===== src/rtl/temp_report_ctrl.sv =====
// temp_report_ctrl: builds a 6-byte ASCII temperature report ("T", three
// decimal digits, CR, LF) and streams it to a byte UART over valid/ready.
// A report starts on a start pulse or a periodic tick. One trigger that
// arrives during a frame is held and starts the next frame.
module temp_report_ctrl #(
  parameter int unsigned PERIOD_CYCLES = 50_000_000
) (
  input  logic       clk,
  input  logic       nRST,
  input  logic       start,
  input  logic [6:0] temp,
  output logic [7:0] tx_data,
  output logic       tx_valid,
  input  logic       tx_ready,
  output logic       busy,
  output logic       frame_done
);

  localparam int unsigned CNT_W     = (PERIOD_CYCLES > 1) ? $clog2(PERIOD_CYCLES) : 1;
  localparam int unsigned IDX_W     = 3;
  localparam int unsigned DIG_W     = 24;
  localparam bit          PERIOD_EN = (PERIOD_CYCLES != 0);
  localparam logic [CNT_W-1:0] CNT_LAST  = CNT_W'(PERIOD_CYCLES - 1);
  localparam logic [IDX_W-1:0] IDX_LAST  = IDX_W'(5);

  typedef enum logic [1:0] {IDLE, CONV, SEND, DONE} state_t;

  state_t             state, state_n;
  logic [CNT_W-1:0]   cnt;
  logic               pending, pending_n;
  logic [6:0]         temp_q, temp_n;
  logic [IDX_W-1:0]   idx, idx_n;
  logic [DIG_W-1:0]   dig_q, dig_n;
  logic [7:0]         tx_data_n;
  logic               tx_valid_n, busy_n, frame_done_n;
  logic               tick_c, trigger_c;
  logic [6:0]         hund_c, tens_c, ones_c;

  // Byte at position i of the frame; digit bytes come from d (hundreds MSB).
  function automatic logic [7:0] frame_byte(input logic [IDX_W-1:0] i,
                                            input logic [DIG_W-1:0] d);
    case (i)
      3'd0:    frame_byte = 8'h54;
      3'd1:    frame_byte = d[23:16];
      3'd2:    frame_byte = d[15:8];
      3'd3:    frame_byte = d[7:0];
      3'd4:    frame_byte = 8'h0D;
      default: frame_byte = 8'h0A;
    endcase
  endfunction

  // Free-running period counter; runs in every state.
  always_ff @(posedge clk or negedge nRST) begin
    if (!nRST) begin
      cnt <= '0;
    end else if (!PERIOD_EN || (cnt == CNT_LAST)) begin
      cnt <= '0;
    end else begin
      cnt <= cnt + CNT_W'(1);
    end
  end

  assign tick_c    = PERIOD_EN && (cnt == CNT_LAST);
  assign trigger_c = start | tick_c;

  // Decimal split of the latched reading.
  always_comb begin
    hund_c = temp_q / 7'd100;
    tens_c = (temp_q % 7'd100) / 7'd10;
    ones_c = temp_q % 7'd10;
  end

  // Next-state and next-output logic.
  always_comb begin
    state_n   = state;
    pending_n = pending;
    temp_n    = temp_q;
    idx_n     = idx;
    dig_n     = dig_q;
    tx_data_n = tx_data;

    case (state)
      IDLE: begin
        if (trigger_c || pending) begin
          temp_n    = temp;
          pending_n = 1'b0;
          state_n   = CONV;
        end
      end
      CONV: begin
        if (trigger_c) pending_n = 1'b1;
        dig_n   = {8'h30 + 8'(hund_c), 8'h30 + 8'(tens_c), 8'h30 + 8'(ones_c)};
        idx_n   = '0;
        state_n = SEND;
      end
      SEND: begin
        if (trigger_c) pending_n = 1'b1;
        if (tx_valid && tx_ready) begin
          if (idx == IDX_LAST) begin
            state_n = DONE;
          end else begin
            idx_n = idx + IDX_W'(1);
          end
        end
      end
      DONE: begin
        if (trigger_c || pending) begin
          temp_n    = temp;
          pending_n = 1'b0;
          state_n   = CONV;
        end else begin
          state_n = IDLE;
        end
      end
      default: state_n = IDLE;
    endcase

    busy_n       = (state_n != IDLE);
    tx_valid_n   = (state_n == SEND);
    frame_done_n = (state_n == DONE);
    if (state_n == SEND) tx_data_n = frame_byte(idx_n, dig_n);
  end

  // State and registered outputs; reset aborts any frame in flight.
  always_ff @(posedge clk or negedge nRST) begin
    if (!nRST) begin
      state      <= IDLE;
      pending    <= 1'b0;
      temp_q     <= '0;
      idx        <= '0;
      dig_q      <= '0;
      tx_data    <= 8'h00;
      tx_valid   <= 1'b0;
      busy       <= 1'b0;
      frame_done <= 1'b0;
    end else begin
      state      <= state_n;
      pending    <= pending_n;
      temp_q     <= temp_n;
      idx        <= idx_n;
      dig_q      <= dig_n;
      tx_data    <= tx_data_n;
      tx_valid   <= tx_valid_n;
      busy       <= busy_n;
      frame_done <= frame_done_n;
    end
  end

endmodule

===== config.mk =====
export PLATFORM = sky130hd
export DESIGN_NAME = temp_report_ctrl
export DESIGN_NICKNAME = d
export VERILOG_FILES = /design/src/rtl/temp_report_ctrl.sv
export SDC_FILE = /design/constraint.sdc
export NUM_CORES = 1
export LEC_CHECK = 0
export ABC_AREA = 1
export BUFFER_PORTS_ARGS = -buffer_cell sky130_fd_sc_hd__buf_4
export CAP_MARGIN = 40
export CORE_MARGIN = 2
export CORE_UTILIZATION = 66
export CTS_CLUSTER_DIAMETER = 120
export DETAILED_ROUTE_END_ITERATION = 6
export PLACE_DENSITY = 0.82
export SETUP_SLACK_MARGIN = 0.4
export SLEW_MARGIN = 20
export SYNTH_ARGS = -nofsm -noshare
export SYNTH_HDL_FRONTEND = slang
export SYNTH_SLANG_ARGS = --single-unit

===== constraint.sdc =====
create_clock -name clk -period 8.8 [get_ports clk]
set_input_delay 0.44 -clock clk [delete_from_list [all_inputs] [get_ports clk]]
set_output_delay 0.44 -clock clk [all_outputs]
set_load 0.005 [all_outputs]

==> run metrics <==
Iter 0 DRT Violations=185; CP Class=reg -> reg; commonest non-fill, non-tap cell in the layout=nand2_1; register area share after synthesis=0.430; cell repeated most along the worst path=nand2_2; final worst slack=4.57 ns; measured slew at the worst slew-check pin=0.687 ns; total grt overflow=0; CP required=9.10 ns; crit-path max FO=11; met3 Use GR=0.0442; Post-Route WL=9110 um; GP Congestion=0.865; crit path DAT=4.53 ns; Detailed Place HPWL=6530 um; largest family of logic cells by synthesized area=simple AND/OR/NAND/NOR gates; Post-synth EDFFs=0; worst-case clock buffer depth=2; Worst Setup End Kind=flop; DR vias=3706; Tot GR Track Use=0.278; port bufs=21; Slew HR=0.538; die area=7180 um2; Starting Density=0.682; Fmax=237 MHz; final cell count without fillers=663; Slowest-stage cell, CP=dfrtp_1; Residual DRC=0; Adder-Cell Fraction of Synth Area=0.0436; layout cells sized above 1=0.171; Syn Nets=577; CP max stage delay=0.46 ns; antenna violations before repair=0; first-pass GRT wire length=16200 um; CTS root buf=clkbuf_8; hold violation count in the final report=0; Top Ports=22; mux contribution to synthesized area=0; Mapped Area=4300 um2; First-pass DRT Iterations=5; min Tclk post-route=4.23 ns; Syn Inst Count=551; met1 usage=0.369; number of global-route vias before repair=3706; syn avg cell area=7.81 um2; Post-synth ARST share=1.00; met2 Use GR=0.460; most frequent cells in the layout=111 x nand2_1, 75 x inv_1, 74 x dfrtp_1; Worst setup SP type=flop; max cap viols=0; CTS sink count=74; RSZ-0062 raised after global routing=no; YS warnings=0; Wirelength per Cell=13.7 um; H-tree depth=3; Antenna Cells=0; Hold Crit Class=in -> reg; core area=6310 um2; Detail Route Antenna Nets=0; post-synthesis compound-gate area fraction=0.107; clock insertion delay at the later pin of the skew report=0.36 ns; CTS tree=done; post-synthesis register bit count=74; die width=84.8 um; Top FF cell, synth=dfrtp_1; fin. max-slew vios=0; DP Cell Count=646; count of different cell masters after synthesis=44; worst slack at placement=4.63 ns; clock-pin slew on the worst setup and hold paths=0.09 ns; period utilisation layout=0.480; Area Growth Syn to Fin=12.9%; delay-heaviest family, CP=simple AND/OR/NAND/NOR gates; Chip Height=84.8 um; r2r setup slk=4.57 ns; via/cell ratio=5.59; status=complete, no violations; Setup TNS Final=0 ns; Inserted Clock Buffers=9; CP bufs+invs=3; largest net degree at the start of global routing=53; XOR/XNOR Fraction of Synth Area=0.0241; nets=607; FP Rows=29; GR peak layer=met2; final setup fails=0; Layout Skew=0.0116 ns; Simple-Gate Fraction of Synth Area=0.313
what timing repair did:
| item | CTS | global route |
|---|---|---|
| buffers inserted | 0 | 0 |
| hold buffers | 1 | 0 |
| resized for setup | 0 | 0 |
| hold endpoints to repair | 22 | 0 |
worst reg2reg max path: stages, from the launching register on:
cell	delay [ns]
dfrtp_1	0.46
clkinv_1	0.38
ha_1	0.34
inv_1	0.07
nand2_1	0.08
nand2_2	0.09
nand2_2	0.07
nand2_2	0.10
nand4_1	0.10
nand2_2	0.11
nand3_1	0.09
nand2_2	0.15
nand2_2	0.09
nand2_4	0.10
nand3_4	0.08
nand2_2	0.10
nand2_4	0.07
ha_1	0.21
inv_1	0.09
nand3_2	0.11
nand3_4	0.15
nand3_1	0.11
xor2_1	0.16
ha_1	0.29
o21ai_0	0.22
nand2_1	0.08
a31oi_1	0.18
a21o_1	0.10
final timing paths:
check                                               to                   from  cells past startpoint
worst min-delay path             temp_q[3]$_DFFE_PN0P_                temp[3]                      3
worst max register to register  tx_data[5]$_DFFE_PN0P_  temp_q[2]$_DFFE_PN0P_                     27
min in group asynchronous             cnt[8]$_DFF_PN0_                   nRST                      2
worst max-delay path            tx_data[5]$_DFFE_PN0P_  temp_q[2]$_DFFE_PN0P_                     27
worst min register to register     dig_q[21]$_DFF_PN0_    dig_q[21]$_DFF_PN0_                      1
max in group asynchronous           dig_q[5]$_DFF_PN0_                   nRST                      3
cell families after synthesis:
group	after synthesis
simple gates	284
flops	74
compound gates	73
buf+inv	94
xor+xnor	11
fa+ha+maj	15
cells in the mapped netlist, types with 2 or more instances:
master | n | area, um2
nand2_1 | 111 | 417
inv_1 | 75 | 282
dfrtp_1 | 74 | 1850
nor2_1 | 65 | 244
nand3_1 | 31 | 155
a21oi_1 | 21 | 105
nor3_1 | 19 | 95.1
o21ai_0 | 16 | 80.1
ha_1 | 15 | 188
nand2_2 | 12 | 75.1
inv_2 | 10 | 37.5
or2_2 | 10 | 62.6
xor2_1 | 9 | 78.8
nand4_1 | 7 | 43.8
a31oi_1 | 6 | 37.5
clkbuf_1 | 6 | 22.5
nor2_2 | 6 | 37.5
nor4_1 | 6 | 37.5
o21ai_1 | 6 | 30.0
nand3_2 | 5 | 50.1
o21a_1 | 4 | 30.0
a21oi_2 | 3 | 26.3
a221oi_1 | 3 | 26.3
clkinv_1 | 3 | 11.3
nand2_4 | 3 | 33.8
o211ai_1 | 3 | 22.5
o21ai_2 | 3 | 26.3
and2_1 | 2 | 12.5
nand3_4 | 2 | 35.0
state kept, by name, summed over array words and instances, names as in the netlist:
signal	flops
temp_q	7
state	2
pending	1
tx_valid	1
dig_q	24
frame_done	1
idx	3
tx_data	8
cnt	26
busy	1
metal layers:
| layer | share of wire | up-vias | wire, um |
|---|---|---|---|
| li1 | - | 1834 | - |
| met1 | 0.44 | 1765 | 4050 |
| met2 | 0.50 | 92 | 4530 |
| met3 | 0.045 | 15 | 407 |
| met4 | 0.014 | 0 | 124 |
| met5 | 0 | - | 0 |
cell type report:
| type | count | area, um2 |
|---|---|---|
| repair buffers | 25 | 208 |
| clock inverters | 7 | 149 |
| well taps | 77 | 96.3 |
| clock buffers | 9 | 124 |
| fillers | 466 | 1460 |
| flip-flops and latches | 74 | 1850 |
| inverters | 88 | 330 |
| multi-input cells | 383 | 2100 |
through the flow:
stage / utilization / instance area, um2 / hold slack (ns)
floorplan: - / 4300 / 0.144
finish: 0.770 / 4860 / 0.338
CTS: 0.770 / 4860 / 0.332
global route: 0.770 / 4860 / 0.338
global placement: 0.720 / 4540 / 0.434
detailed placement: 0.725 / 4580 / 0.366
Power is left out: the tool's default activity adds up to more than one toggle a clock period on the data nets, which glitch-free logic cannot reach.
